<file path="src/rtl/cpich_sched_pkg.sv">
// ============================================================================
// cpich_sched_pkg
// Shared state encoding and default timing constants for the CPICH scheduler.
// Revision: 1.0
// ============================================================================
`default_nettype none

package cpich_sched_pkg;

    typedef enum logic [3:0] {
        S_IDLE = 4'b0001,
        S_ARM  = 4'b0010,
        S_RUN  = 4'b0100,
        S_DONE = 4'b1000
    } state_t;

    localparam int c_DEF_MIC_LEN        = 32;
    localparam int c_DEF_SF             = 256;
    localparam int c_DEF_SYM_PER_SLOT   = 10;
    localparam int c_DEF_SLOT_PER_FRAME = 15;
    localparam int c_DEF_MIN_ARM        = 64;

    // Clock cycles per radio frame with the default chain: 1,228,800.
    localparam int c_FRAME_PERIOD = c_DEF_MIC_LEN * c_DEF_SF *
                                    c_DEF_SYM_PER_SLOT * c_DEF_SLOT_PER_FRAME;

endpackage

`default_nettype wire

</file>
<file path="src/rtl/cpich_chip_counter.sv">
// ============================================================================
// cpich_chip_counter
// Cascaded micro-cycle/chip/symbol/slot counter with frame-sync clear and
// terminal decodes. Optional slot_last under CPICH_SCHED_SLOT_STROBE_EN.
// Revision: 1.0
// ============================================================================
`default_nettype none

module cpich_chip_counter
    import cpich_sched_pkg::*;
#(
    parameter int MIC_LEN        = c_DEF_MIC_LEN,
    parameter int SF             = c_DEF_SF,
    parameter int SYM_PER_SLOT   = c_DEF_SYM_PER_SLOT,
    parameter int SLOT_PER_FRAME = c_DEF_SLOT_PER_FRAME
) (
    input  logic       clk,
    input  logic       rst,
    input  logic       frame_sync,
    output logic [4:0] counter_mic,
    output logic [7:0] counter_256,
    output logic [3:0] counter_10,
    output logic [3:0] counter_15,
    output logic       frame_head,
    output logic       frame_end,
`ifdef CPICH_SCHED_SLOT_STROBE_EN
    output logic       slot_last,
`endif
    output logic       frame_last
);

    logic [4:0] r_mic;
    logic [7:0] r_chip;
    logic [3:0] r_sym;
    logic [3:0] r_slot;

    logic w_mic_tc;
    logic w_chip_tc;
    logic w_sym_tc;
    logic w_slot_tc;

    assign w_mic_tc  = (r_mic  == 5'(MIC_LEN - 1));
    assign w_chip_tc = (r_chip == 8'(SF - 1));
    assign w_sym_tc  = (r_sym  == 4'(SYM_PER_SLOT - 1));
    assign w_slot_tc = (r_slot == 4'(SLOT_PER_FRAME - 1));

    always_ff @(posedge clk or posedge rst) begin
        if (rst) begin
            r_mic  <= '0;
            r_chip <= '0;
            r_sym  <= '0;
            r_slot <= '0;
        end else if (frame_sync) begin
            r_mic  <= '0;
            r_chip <= '0;
            r_sym  <= '0;
            r_slot <= '0;
        end else begin
            r_mic <= w_mic_tc ? 5'd0 : r_mic + 5'd1;
            if (w_mic_tc) begin
                r_chip <= w_chip_tc ? 8'd0 : r_chip + 8'd1;
                if (w_chip_tc) begin
                    r_sym <= w_sym_tc ? 4'd0 : r_sym + 4'd1;
                    if (w_sym_tc) begin
                        r_slot <= w_slot_tc ? 4'd0 : r_slot + 4'd1;
                    end
                end
            end
        end
    end

    assign counter_mic = r_mic;
    assign counter_256 = r_chip;
    assign counter_10  = r_sym;
    assign counter_15  = r_slot;

    assign frame_head = (r_chip == 8'd0) && (r_sym == 4'd0) && (r_slot == 4'd0);
    assign frame_end  = w_chip_tc && w_sym_tc && w_slot_tc;
    assign frame_last = frame_end && w_mic_tc;

`ifdef CPICH_SCHED_SLOT_STROBE_EN
    assign slot_last = w_chip_tc && w_sym_tc && w_mic_tc;
`endif

endmodule

`default_nettype wire

</file>
<file path="src/rtl/cpich_sched.sv">
// ============================================================================
// cpich_sched
// CPICH stage sequencer: frame-aligned counter chain plus start/run/done FSM.
// Optional slot_strobe output under CPICH_SCHED_SLOT_STROBE_EN.
// Revision: 1.0
// ============================================================================
`default_nettype none

module cpich_sched
    import cpich_sched_pkg::*;
#(
    parameter int MIC_LEN        = c_DEF_MIC_LEN,
    parameter int SF             = c_DEF_SF,
    parameter int SYM_PER_SLOT   = c_DEF_SYM_PER_SLOT,
    parameter int SLOT_PER_FRAME = c_DEF_SLOT_PER_FRAME,
    parameter int MIN_ARM        = c_DEF_MIN_ARM
) (
    input  logic       clk,
    input  logic       rst,
    input  logic       start,
    input  logic [3:0] n_frames,
    input  logic       ack,
    input  logic       abort,
    input  logic       frame_sync,
    output logic [4:0] counter_mic,
    output logic [7:0] counter_256,
    output logic [3:0] counter_10,
    output logic [3:0] counter_15,
    output logic       frame_head,
    output logic       frame_end,
    output logic       cpich_start,
    output logic [3:0] frame_cnt,
    output logic       busy,
    output logic       done,
`ifdef CPICH_SCHED_SLOT_STROBE_EN
    output logic       slot_strobe,
`endif
    output logic       sync_err
);

    localparam int                 c_ARM_W   = $clog2(MIN_ARM + 1);
    localparam logic [c_ARM_W-1:0] c_ARM_SAT = c_ARM_W'(MIN_ARM);

    state_t             r_state;
    state_t             w_state_nxt;
    logic [3:0]         r_n_frames;
    logic [3:0]         w_n_frames_nxt;
    logic [3:0]         r_frame_cnt;
    logic [3:0]         w_frame_cnt_nxt;
    logic [c_ARM_W-1:0] r_arm_cnt;
    logic [c_ARM_W-1:0] w_arm_cnt_nxt;
    logic               r_sync_err;
    logic               w_sync_err_nxt;
    logic               r_cpich_start;
    logic               w_frame_last;
    logic               w_busy;

    cpich_chip_counter #(
        .MIC_LEN        (MIC_LEN),
        .SF             (SF),
        .SYM_PER_SLOT   (SYM_PER_SLOT),
        .SLOT_PER_FRAME (SLOT_PER_FRAME)
    ) u_chip_counter (
        .clk         (clk),
        .rst         (rst),
        .frame_sync  (frame_sync),
        .counter_mic (counter_mic),
        .counter_256 (counter_256),
        .counter_10  (counter_10),
        .counter_15  (counter_15),
        .frame_head  (frame_head),
        .frame_end   (frame_end),
`ifdef CPICH_SCHED_SLOT_STROBE_EN
        .slot_last   (slot_strobe),
`endif
        .frame_last  (w_frame_last)
    );

    assign w_busy = (r_state == S_ARM) || (r_state == S_RUN);

    always_comb begin
        w_state_nxt     = r_state;
        w_n_frames_nxt  = r_n_frames;
        w_frame_cnt_nxt = r_frame_cnt;
        w_arm_cnt_nxt   = r_arm_cnt;
        w_sync_err_nxt  = r_sync_err;

        case (r_state)
            S_IDLE: begin
                if (start) begin
                    w_state_nxt     = S_ARM;
                    w_n_frames_nxt  = (n_frames == 4'd0) ? 4'd1 : n_frames;
                    w_frame_cnt_nxt = 4'd0;
                    w_sync_err_nxt  = 1'b0;
                    w_arm_cnt_nxt   = '0;
                end
            end
            S_ARM: begin
                // A boundary reached before the stage is fully armed is skipped.
                if (w_frame_last && (r_arm_cnt == c_ARM_SAT)) begin
                    w_state_nxt = S_RUN;
                end else if (r_arm_cnt != c_ARM_SAT) begin
                    w_arm_cnt_nxt = r_arm_cnt + 1'b1;
                end
            end
            S_RUN: begin
                if (w_frame_last) begin
                    w_frame_cnt_nxt = r_frame_cnt + 4'd1;
                    if ((r_frame_cnt + 4'd1) == r_n_frames) begin
                        w_state_nxt = S_DONE;
                    end
                end
            end
            S_DONE: begin
                if (ack) begin
                    w_state_nxt = S_IDLE;
                end
            end
            default: begin
                w_state_nxt = S_IDLE;
            end
        endcase

        if (w_busy && frame_sync) begin
            w_state_nxt     = S_IDLE;
            w_sync_err_nxt  = 1'b1;
            w_frame_cnt_nxt = r_frame_cnt;
            w_arm_cnt_nxt   = r_arm_cnt;
        end

        if (abort) begin
            w_state_nxt     = S_IDLE;
            w_n_frames_nxt  = r_n_frames;
            w_frame_cnt_nxt = r_frame_cnt;
            w_arm_cnt_nxt   = r_arm_cnt;
            w_sync_err_nxt  = r_sync_err;
        end
    end

    always_ff @(posedge clk or posedge rst) begin
        if (rst) begin
            r_state       <= S_IDLE;
            r_n_frames    <= 4'd1;
            r_frame_cnt   <= 4'd0;
            r_arm_cnt     <= '0;
            r_sync_err    <= 1'b0;
            r_cpich_start <= 1'b0;
        end else begin
            r_state       <= w_state_nxt;
            r_n_frames    <= w_n_frames_nxt;
            r_frame_cnt   <= w_frame_cnt_nxt;
            r_arm_cnt     <= w_arm_cnt_nxt;
            r_sync_err    <= w_sync_err_nxt;
            r_cpich_start <= (w_state_nxt != S_IDLE);
        end
    end

    assign cpich_start = r_cpich_start;
    assign frame_cnt   = r_frame_cnt;
    assign busy        = w_busy;
    assign done        = (r_state == S_DONE);
    assign sync_err    = r_sync_err;

endmodule

`default_nettype wire
</file>
<file path="config.mk">
export PLATFORM = sky130hd
export DESIGN_NAME = cpich_sched
export DESIGN_NICKNAME = d
export VERILOG_FILES = /design/src/rtl/cpich_sched_pkg.sv /design/src/rtl/cpich_chip_counter.sv /design/src/rtl/cpich_sched.sv
export SDC_FILE = /design/constraint.sdc
export NUM_CORES = 1
export LEC_CHECK = 0
export CAP_MARGIN = 5
export CORE_MARGIN = 1.5
export CORE_UTILIZATION = 53
export DETAILED_ROUTE_END_ITERATION = 10
export GPL_TIMING_DRIVEN = 1
export HOLD_SLACK_MARGIN = 0.1
export PLACE_DENSITY = 0.8
export SLEW_MARGIN = 25
export SYNTH_ARGS = -nofsm -noshare
export SYNTH_HDL_FRONTEND = slang
export SYNTH_SLANG_ARGS = --single-unit
</file>
<file path="constraint.sdc">
create_clock -name clk -period 3.2 [get_ports clk]
set_input_delay 0.64 -clock clk [delete_from_list [all_inputs] [get_ports clk]]
set_output_delay 0.64 -clock clk [all_outputs]
set_load 0.1 [all_outputs]
</file>
-- Word-level counts from Yosys, hierarchy flattened
Cells that the tools add are included.
W data, S select, Z words.
- word-level logic and storage cells: 92
- bits of input ports: 10
- memory bits (read-only): 0
- latch bits: 0
- memories: 0
- flip-flop bits (word level): 42
- bits in writable memories: 0
- $mul: 0
- bitwise gates (word level): 2
- add/subtract/negate cells: 6
- muxes and demuxes: 33
- divide/modulo/power cells: 0
- equality and inequality tests: 16
- order comparisons: 0
- reduce and logical (&&, ||, !) cells: 25
- shifts and indexed selects: 0
- operator list (kind ; number):
    $mux W4 ; 19
    $mux W8 ; 3
    $mux W7 ; 3
    $pmux W4 S4 ; 1
    $pmux W7 S2 ; 1
    $reduce_bool A2 Y1 ; 7
    $add A4 B1 Y4 const B ; 3
    $eq A4 B4 Y1 const B ; 3
    $logic_not A4 Y1 ; 3
    $mux W5 ; 2
    $reduce_and A3 Y1 ; 3
    $add A8 B1 Y8 const B ; 1
    $eq A8 B8 Y1 const B ; 1
    $logic_not A8 Y1 ; 1
    $pmux W4 S2 ; 1
    $add A7 B1 Y7 const B ; 1
    $eq A7 B7 Y1 const B ; 1
    $logic_and A1 B1 Y1 ; 7
    $ne A7 B7 Y1 const B ; 1
    $ne A2 B2 Y1 const B ; 3
    $reduce_and A6 Y1 ; 1
    $add A5 B1 Y5 const B ; 1
    $eq A5 B5 Y1 const B ; 1
    $reduce_and A5 Y1 ; 1
    10 further kinds ; 13

-- Logic depth before layout (Yosys ltp)
Gate-level depths: netlist of run 1.
- depth after elaboration: 10
- mapped depth: 10
- gate-level depth less buffers: 7

-- Modules after synthesis
Synthesis of run 1 repeated with hierarchy kept, for this count alone.
- cells, all modules: 255
- area, all modules: 2506.2 µm²
- modules (own cells, without submodules) (module ; area an instance (µm²) ; instances ; cells an instance):
    cpich_sched ; 1327.5 ; 1 ; 136
    cpich_chip_counter ; 1178.6 ; 1 ; 119

-- Least setup slack after synthesis of run 1
No wires, ideal clock.
- kind: flip-flop to output port
- start: reg u_chip_counter.r_slot[0] (netlist: u_chip_counter.counter_15[0])
- end: out frame_head
- cell stages (with the launch flop): 5
- required time: 2.560 ns
- arrival time: 4.560 ns
- setup slack: -2.000 ns
- path through: dfrtp_1 inv_1 ha_1 or4b_2 nor4_1
- word-level cells in the longest chain between the ends: 2
- ends and longest elaborated chain (element ; line ; RTL):
    start: declaration ; cpich_chip_counter.sv:35 ; logic [3:0] r_slot;
    start signal: assignment ; cpich_chip_counter.sv:65 ; r_slot <= w_slot_tc ? 4'd0 : r_slot + 4'd1;
    $logic_not A4 Y1 ; cpich_chip_counter.sv:77 ; assign frame_head = (r_chip == 8'd0) && (r_sym == 4'd0) && (r_slot == 4'd0);
    $logic_and A1 B1 Y1 ; cpich_chip_counter.sv:77 ;
    end: declaration ; cpich_sched.sv:29 ; output logic frame_head,
No other way between the ends.

-- Worst setup path in the final report of run 1
Same ends and word-level chain as after synthesis.

==> flow_summary.yaml, run 1 <==
critical_path:
  crit_chain: "inv_1, ha_1, or4b_2, nor4_4, buf_12"
  cp-end-kind: "output pin"
  path_delay_family: "simple AND/OR/NAND/NOR gates"
  required_ns: 2.56
  worstPathArrival_ns: 2.14
  crit_type: "reg -> out"
  cp-start-kind: "flip-flop"
  slowest_delay_ns: 0.63
  crit_slowest_cell: "or4b_2"
  cp.buffers_inverters: 2
  cp_max_fo: 6
placed_design:
  gp_congestion: 0.805
  placed_cells: 345
  port_buffers: 40
  postPlaceCellArea_um2: 2920
  dp_hpwl_um: 3870
  dp_slack_ns: 0.723
sta:
  tightest_slew_ns: 0.663
  setup_ws_ns: 0.418
  max_slew_margin_pct: 55.6
  fmax_ghz: 0.359
  skew_ns: 0.00654
  drv_slew: 0
  setup_viol: 0
  layout_min_cycle_time_ns: 2.78
  fin_crit_sh_pct: 86.9
  final-hold-violation-count: 0
  rsz0062_at_grt: "false"
finish:
  area_growth_pct: 20.1
  drive_above_1_share_pct: 20.3
  finalCoreUtilization_pct: 67.7
  diodes: 0
  design_area_um2: 3030
  layout.nets: 323
  n_fill_cell: 367
  final_cells: 353
yosys:
  avgSynthCellArea_um2: 9.66
  synth_area_um2: 2520
  mappedNetlistNets: 284
  synthArstFlopShare_pct: 100
  synth_ff_type: "dfrtp_1"
  synth_warnings: 0
  seq_area_frac_synth_pct: 41.8
  synth_cell_type_count: 46
  synth_edf_count: 0
  synthesis.instances: 261
  ys_ff_latch: 42
clock_network:
  cts_root_buf: "clkbuf_8"
  cts_sinks: 42
  clkTransAtPathRegs_ns: 0.08
  postCtsSetupBuffers: 0
  hold_buffers: 0
  cts_buffer_depth: 2
  clock_latency_ns: 0.29
  cts_resized: 0
  numCtsBuffers: 5
  cts_tree: "yes"
  h-tree-depth: 2
drt:
  routedWlPerCell_um: 15.2
  drc: 0
  vias_per_cell: 5.88
  vias: 2076
  wirelength_um: 5370
  firstDrtPassIters: 4
  drtIter0Drc: 152
  ant_nets: 0
hold_path:
  hp-class: "reg -> reg"
status:
  status: "finished, final reports clean"
global_route:
  overflow: 0
  grt.total_usage_pct: 22.5
  grt_pass1_vias: 1915
  antenna_found_initial: 0
  grt_pass1_wl_um: 9210
  grt_max_degree: 43
pwr:
  peakVddDrop_v: 0.000295
  cellLeakagePower_nw: 1.40
  power_mw: 1.28
  power.density_nw_per_um2: 422
die:
  rows: 24
  start_util_pct: 56.3
  die_area_um2: 5180
  core_area_um2: 4470
  fp.dieW_um: 72.0
  ios: 41
  die_y_um: 72.0
flow_run:
  max-cap-violations: 0
## synthesized netlist by cell type (3+ instances only)
cell       n  area share (%)
a211oi_1   3            0.89
a21oi_1    5            0.99
a31o_2     3             1.0
buf_2      5            0.99
buf_4      3            0.89
clkbuf_1   3            0.45
dfrtp_1   40              40
ha_1      13             6.5
inv_1     18             2.7
mux2_2     3             1.3
mux2i_1    9             3.6
nand2_1   23             3.4
nand2b_1   7             1.7
nand3_1   17             3.4
nand4_1    3            0.74
nor2_1    19             2.8
nor2b_1    3            0.74
nor3_1     7             1.4
nor4_1     3            0.74
nor4b_1    4             1.4
o211ai_1   3            0.89
o21ai_0   13             2.6
o41ai_1    3             1.0
or4_1      3            0.89
xnor2_1    8             2.8
xor2_1     9             3.1
## sequential cells by signal, indices dropped and copies added (netlist names)
name                        flops
u_chip_counter.counter_256      8
r_arm_cnt                       7
u_chip_counter.counter_mic      5
frame_cnt                       4
r_n_frames                      4
r_state                         4
u_chip_counter.counter_10       4
u_chip_counter.counter_15       4
cpich_start                     1
sync_err                        1
## routing by layer
metal  share of wire (%)  global-route usage, %
met2                  46                   34.5
met4                 1.4                   7.55
met5                   0                      0
met3                 4.5                   2.92
met1                  48                   33.1
## where the power goes
group / internal, mW / switching, mW / total, mW
registers: 0.563 / 0.0295 / 0.593
logic: 0.0961 / 0.196 / 0.292
clock network: 0.218 / 0.176 / 0.394
total: 0.877 / 0.401 / 1.28
## worst min-delay path, cell delays in order (launching register included)
cell	delay, ns
dfstp_2	0.38
nand2_1	0.04
o21ai_0	0.06
## metrics by stage
step	hold slack, ns	TNS (ns)
floorplan	0.464	-0.222
global placement	0.474	0
detailed placement	0.478	0
CTS	0.489	0
global route	0.539	0
finish	0.483	0
## placed cells by master (no fill, tap or decap), drive strengths merged, types with 7 or more instances in the layout
cell / count
dfrtp: 40
buf: 35
nand2: 23
nor2: 19
inv: 18
nand3: 17
o21ai: 13
ha: 13
xor2: 9
mux2i: 9
clkdlybuf4s50: 9
xnor2: 8
clkbuf: 8
nand2b: 7
nor3: 7
## area by class of cell
cell class,instances,area (um^2),share of cell area (%)
Multi-Input combinational cell,189,1370,45.1
Sequential cell,42,1050,34.8
Tap cell,52,65.1,2.15
Inverter,18,67.6,2.23
Clock buffer,8,110,3.63
Timing Repair Buffer,44,365,12.1
## path summary, 6_finish.rpt
kind	start	to	slack, ns	depth (start not counted)
worst max-delay path	u_chip_counter.counter_15[0]	frame_head	0.42	5
worst min-delay path	r_n_frames[0]	r_n_frames[0]	0.48	2
worst max register to register	u_chip_counter.counter_mic[0]	r_state[2]	0.71	7
worst min register to register	r_n_frames[0]	r_n_frames[0]	0.48	2
max in group asynchronous	rst	r_n_frames[0]	2.04	3
min in group asynchronous	rst	cpich_start	0.79	3
## cell families (layout without fill, tap and decap cells)
group / after synthesis / after routing / synth area share [%]
buffers and inverters: 30 / 70 / 5.16
adders and majority gates: 13 / 13 / 6.45
muxes: 12 / 12 / 4.91
AOI/OAI and AO/OA: 43 / 43 / 13.1
DFF: 42 / 42 / 41.8
and+or+nand+nor: 104 / 104 / 22.7
xor gates and xnor gates: 17 / 17 / 5.91
No activity file was read; power rests on OpenSTA's default activity.
==> run 2: changes to the inputs <==
- CORE_MARGIN: 1.5 -> unset
- SKIP_LAST_GASP: unset -> 1
==> run 2 against run 1 <==
Against the previous run:
- the run now ends with design-rule violations left
- fmax rose by 1.5%
- register-to-register slack worse by 0.10 ns
- flip-flop and latch count is the same
- combinational power hardly changed
- final area fell by 0.62%
- first-iteration DRC count is 2.0% higher
- power is 3.0% lower
- critical endpoint unchanged
- largest cell class unchanged
- largest power group unchanged
==> flow_summary.yaml, run 2 (synthesis gave the netlist of run 1 again) <==
clock_network:
  postCtsSetupBuffers: 0
  numCtsBuffers: 5
  cts_resized: 0
  hold_buffers: 0
  clock_latency_ns: 0.30
  cts_buffer_depth: 2
  cts_sinks: 42
  h-tree-depth: 2
  clkTransAtPathRegs_ns: 0.08
  cts_root_buf: "clkbuf_8"
  cts_tree: "yes"
finish:
  drive_above_1_share_pct: 19.9
  diodes: 0
  final_cell_mix: "40 x dfrtp_1, 34 x buf_4, 23 x nand2_1"
  layout_commonest_cell: "dfrtp_1"
  multi_input_area_um2: 1370
  area_growth_pct: 19.4
  layout.nets: 323
  largest_register_ffs: 8
  register_area_um2: 1050
  n_fill_cell: 363
die:
  core_area_um2: 4470
  start_util_pct: 56.3
  die_area_um2: 5040
  ios: 41
  fp.dieW_um: 71.0
  rows: 24
  die_y_um: 71.0
drt:
  ant_nets: 0
  drc: 4
  wirelength_um: 5220
  vias: 2003
  drtIter0Drc: 155
  vias_per_cell: 5.67
  routedWlPerCell_um: 14.8
  firstDrtPassIters: 9
hold_path:
  holdPathEnd: "r_n_frames[0]"
  min_delay_path_depth: 2
  hp-start: "r_n_frames[0]"
  hp-class: "reg -> reg"
sta:
  layout_min_cycle_time_ns: 2.74
  drv_slew: 0
  final-hold-violation-count: 0
  setup_ws_ns: 0.459
  tightest_slew_ns: 0.650
  fmax_ghz: 0.365
  rsz0062_at_grt: "false"
  skew_ns: 0.0107
  setup_viol: 0
  max_slew_margin_pct: 56.4
  fin_crit_sh_pct: 85.6
  finalSetupTns_ns: 0
critical_path:
  required_ns: 2.56
  r2r_cells: 7
  cp.buffers_inverters: 2
  regToRegEndpoint: "r_state[3]"
  cp-end-kind: "output pin"
  crit_chain: "inv_1, ha_1, or4b_2, nor4_4, buf_12"
  reg2reg_setup_slack_ns: 0.61
  cp_max_fo: 6
  crit_type: "reg -> out"
  crit_slowest_cell: "or4b_2"
  path_delay_family: "simple AND/OR/NAND/NOR gates"
  slowest_delay_ns: 0.63
  cp-start-kind: "flip-flop"
  worstPathArrival_ns: 2.10
  timing.rr.start: "u_chip_counter.counter_mic[0]"
status:
  violations: "design-rule violations"
  status: "finished with violations"
global_route:
  antenna_found_initial: 0
  grt_max_degree: 43
  grt_pass1_vias: 1828
  grt_pass1_wl_um: 8920
  overflow: 0
  grt.total_usage_pct: 22.5
placed_design:
  gp_congestion: 0.816
  dp_hpwl_um: 3660
  dp_slack_ns: 0.655
  port_buffers: 40
pwr:
  peakVddDrop_v: 0.000315
  cellLeakagePower_nw: 1.39
  power.density_nw_per_um2: 412
flow_run:
  max-cap-violations: 0
## run 2: worst reg2reg max path, stage by stage, from the launching register on
cell and delay, ns:
dfrtp_1 0.39, ha_1 0.19, and3_1 0.18, ha_1 0.17, and4_1 0.31, nand4_1 0.38, or4_1 0.67, o21ai_0 0.22
## run 2: how the worst max path moves through the flow
stage / slack [ns] / startpoint / endpoint / cells after the start
finish: 0.46 / u_chip_counter.counter_15[0] / frame_head / 5
floorplan: -0.22 / u_chip_counter.counter_15[0] / frame_head / 4
global placement: 0.79 / u_chip_counter.counter_mic[0] / r_state[2] / 7
global route: 0.37 / u_chip_counter.counter_15[0] / frame_head / 5
detailed placement: 0.66 / u_chip_counter.counter_mic[0] / r_state[3] / 7
CTS: 0.46 / u_chip_counter.counter_15[0] / frame_head / 5
## run 2: final cells by class
| type | instances | share of cell area [%] |
|---|---|---|
| tap | 52 | 2.16 |
| multi-input combinational | 189 | 45.4 |
| inverter | 18 | 2.24 |
| clock inverter | 1 | 0.166 |
| timing repair buffer | 44 | 12.1 |
| sequential | 42 | 35.0 |
| clock buffer | 7 | 2.87 |
## run 2: layer usage
metal | vias to the layer above | GRT usage (%) | part of all wire, % | wire length, um
li1 | 999 | - | - | -
met1 | 954 | 32.5 | 49 | 2580
met2 | 45 | 34.3 | 45 | 2330
met3 | 5 | 5.13 | 4.7 | 244
met4 | 0 | 6.00 | 1.2 | 60
met5 | - | 0 | 0 | 0
## run 2: per-stage QoR
step                hold WS (ns)  power, mW  area [um^2]  utilization, %  std cells
finish                     0.491       1.24         3010            67.3        353
global placement           0.476      0.890         2920            65.2        345
CTS                        0.494       1.25         3010            67.3        353
global route               0.506       1.29         3010            67.3        353
detailed placement         0.481      0.893         2920            65.2        345
floorplan                  0.464      0.819         2550               -        261
## run 2: report_power, final
| part | switching (mW) | internal [mW] |
|---|---|---|
| Clock | 0.185 | 0.174 |
| Combinational | 0.193 | 0.0961 |
| Sequential | 0.0288 | 0.563 |
==> run 3: changes to the inputs <==
- ABC_AREA: unset -> 1
- CORE_UTILIZATION: 53 -> 54
- PLACE_DENSITY: 0.8 -> 0.81
- SYNTH_HIERARCHICAL: unset -> 1
==> run 3 against run 2 <==
Against the previous run:
- the run now ends clean
- setup slack better by 0.34 ns
- clock power down 2%
- highest routed layer unchanged
- register-to-register slack better by 0.33 ns
- combinational power down 3%
- fmax up 14%
- flip-flop and latch count unchanged
- synthesized cell count up 30%
- largest cell class unchanged
- via count up 17%
- power down 1.6%
==> flow_summary.yaml, run 3 <==
status:
  status: "finished, final reports clean"
die:
  rows: 24
  core_area_um2: 4440
  ios: 41
  start_util_pct: 57.6
  fp.dieW_um: 70.8
  die_area_um2: 5020
  die_y_um: 70.8
placed_design:
  dp_hpwl_um: 4030
  placed_cells: 430
  dp_slack_ns: 1.01
  port_buffers: 40
  gp_congestion: 0.859
global_route:
  grt_pass1_wl_um: 9380
  gr-usage-met3_pct: 5.13
  antenna_found_initial: 0
  grt_pass1_vias: 2124
  use_met1_pct: 29.6
  grt_busiest_layer: "met2"
  grt_max_degree: 22
  grtUsageMet2_pct: 40.1
  overflow: 0
  grt.total_usage_pct: 23.6
pwr:
  peakVddDrop_v: 0.000220
  switching_share_pct: 33.9
  cellLeakagePower_nw: 1.53
  p_clk_share_pct: 29.0
  p_comb_share_pct: 23.0
  sequentialPowerShare_pct: 47.9
  p_switching_mw: 0.414
  power_mw: 1.22
  power.density_nw_per_um2: 402
  intPower_mw: 0.807
sta:
  worst_hold_slack_ns: 0.486
  fmax_ghz: 0.417
  final-hold-violation-count: 0
  fin_crit_sh_pct: 74.9
  setup_viol: 0
  max_slew_margin_pct: 44.3
  rsz0062_at_grt: "false"
  finalSetupTns_ns: 0
  drv_slew: 0
  skew_ns: 0.00334
  tightest_slew_ns: 0.834
  layout_min_cycle_time_ns: 2.40
  setup_ws_ns: 0.802
flow_run:
  max-cap-violations: 0
yosys:
  synth_ff_type: "dfrtp_1"
  synth_cell_type_count: 32
  ys_ff_latch: 42
  synthesis.instances: 339
  mappedNetlistNets: 359
  avgSynthCellArea_um2: 7.55
  synthArstFlopShare_pct: 100
  seq_area_frac_synth_pct: 41.2
  yosysMostFrequentCell: "nand2_1"
  synth_warnings: 6
  synth_top_area_share_pct: 39.1
  ys_top_cells_by_area: "dfrtp_1 39%, nand2_1 13%, inv_1 7.0%"
  synth_top_area_cell: "dfrtp_1"
  synth_edf_count: 0
  synth_common_cells: "86 x nand2_1, 48 x inv_1, 42 x nor2_1, 40 x dfrtp_1, 26 x nand3_1"
  synth_area_um2: 2560
clock_network:
  postCtsSetupBuffers: 0
  cts_sinks: 42
  h-tree-depth: 2
  clkTransAtPathRegs_ns: 0.08
  clock_latency_ns: 0.29
  cts_resized: 0
  cts_tree: "yes"
  cts_root_buf: "clkbuf_8"
  numCtsBuffers: 5
  cts_buffer_depth: 2
  hold_buffers: 0
finish:
  register_area_um2: 1050
  layout_commonest_cell: "nand2_1"
  drive_above_1_share_pct: 20.2
  n_fill_cell: 394
  area_growth_pct: 18.6
  final_cells: 438
  diodes: 0
  layout.nets: 405
  multi_input_area_um2: 1300
  largest_register_ffs: 8
  final_cell_mix: "86 x nand2_1, 48 x inv_1, 41 x nor2_1"
drt:
  vias: 2343
  drtIter0Drc: 149
  wirelength_um: 5410
  routedWlPerCell_um: 12.3
  ant_nets: 0
  firstDrtPassIters: 6
  drc: 0
  vias_per_cell: 5.35
critical_path:
  crit_chain: "ha_1, inv_1, nor2_2, nand2_2, nor2_4, nand2_1, nor2_2, buf_4"
  cp-end-kind: "output pin"
  cp-start-kind: "flip-flop"
  required_ns: 2.56
  slowest_delay_ns: 0.39
  cp_max_fo: 4
  crit_type: "reg -> out"
  worstPathArrival_ns: 1.76
  crit_slowest_cell: "dfrtp_1"
  cp_common_cell: "nor2_2"
hold_path:
  hp-class: "reg -> reg"
-- run 3: per-layer routing --
layer,wire [um],vias up
met5,0,-
met4,109,0
met3,207,11
met2,2640,50
met1,2450,1121
li1,-,1161
-- run 3: area by class of cell --
type	count	area share, %
Multi-Input combinational cell	244	42.9
Clock buffer	7	2.85
Inverter	52	6.56
Clock inverter	1	0.165
Tap cell	52	2.14
Timing Repair Buffer	40	10.6
Sequential cell	42	34.7
-- run 3: logic make-up after synthesis --
| logic type | Yosys count | synth area share [%] |
|---|---|---|
| compound gates | 37 | 8.41 |
| xor+xnor | 6 | 2.05 |
| fa+ha+maj | 10 | 4.89 |
| buf+inv | 53 | 8.22 |
| flops | 42 | 41.2 |
| simple gates | 191 | 35.3 |
-- run 3: power by group through the flow --
stage | registers, mW | clock network (mW) | logic, mW
floorplan | 0.667 | 0 | 0.144
global placement | 0.595 | 0 | 0.281
finish | 0.585 | 0.354 | 0.281
CTS | 0.585 | 0.364 | 0.283
detailed placement | 0.596 | 0 | 0.283
global route | 0.590 | 0.389 | 0.304
-- run 3: worst max-delay path, delay by kind of cell (launching register included) --
family,cells,cell delay (ns)
adders and majority gates,1,0.21
buffers and inverters,2,0.36
DFF,1,0.39
and+or+nand+nor,5,0.49
-- run 3: path summary, 6_finish.rpt --
kind,startpoint,to,slack [ns],cells past startpoint
min in group asynchronous,rst,u_chip_counter/counter_mic[2],0.83,2
hold / removal,u_chip_counter/counter_mic[0],u_chip_counter/counter_mic[0],0.49,1
setup reg to reg,u_chip_counter/counter_mic[0],r_state[2],0.94,14
max in group asynchronous,rst,r_arm_cnt[1],1.84,2
setup / recovery,u_chip_counter/counter_256[1],frame_end,0.80,8
hold reg to reg,u_chip_counter/counter_mic[0],u_chip_counter/counter_mic[0],0.49,1
-- run 3: metrics by stage --
stage                     utilization (%)  area (um^2)
final                                68.3         3030
after global routing                 68.3         3030
after CTS                            68.3         3030
after detailed placement             66.2         2940
after global placement               66.2         2940
after floorplan                         -         2570
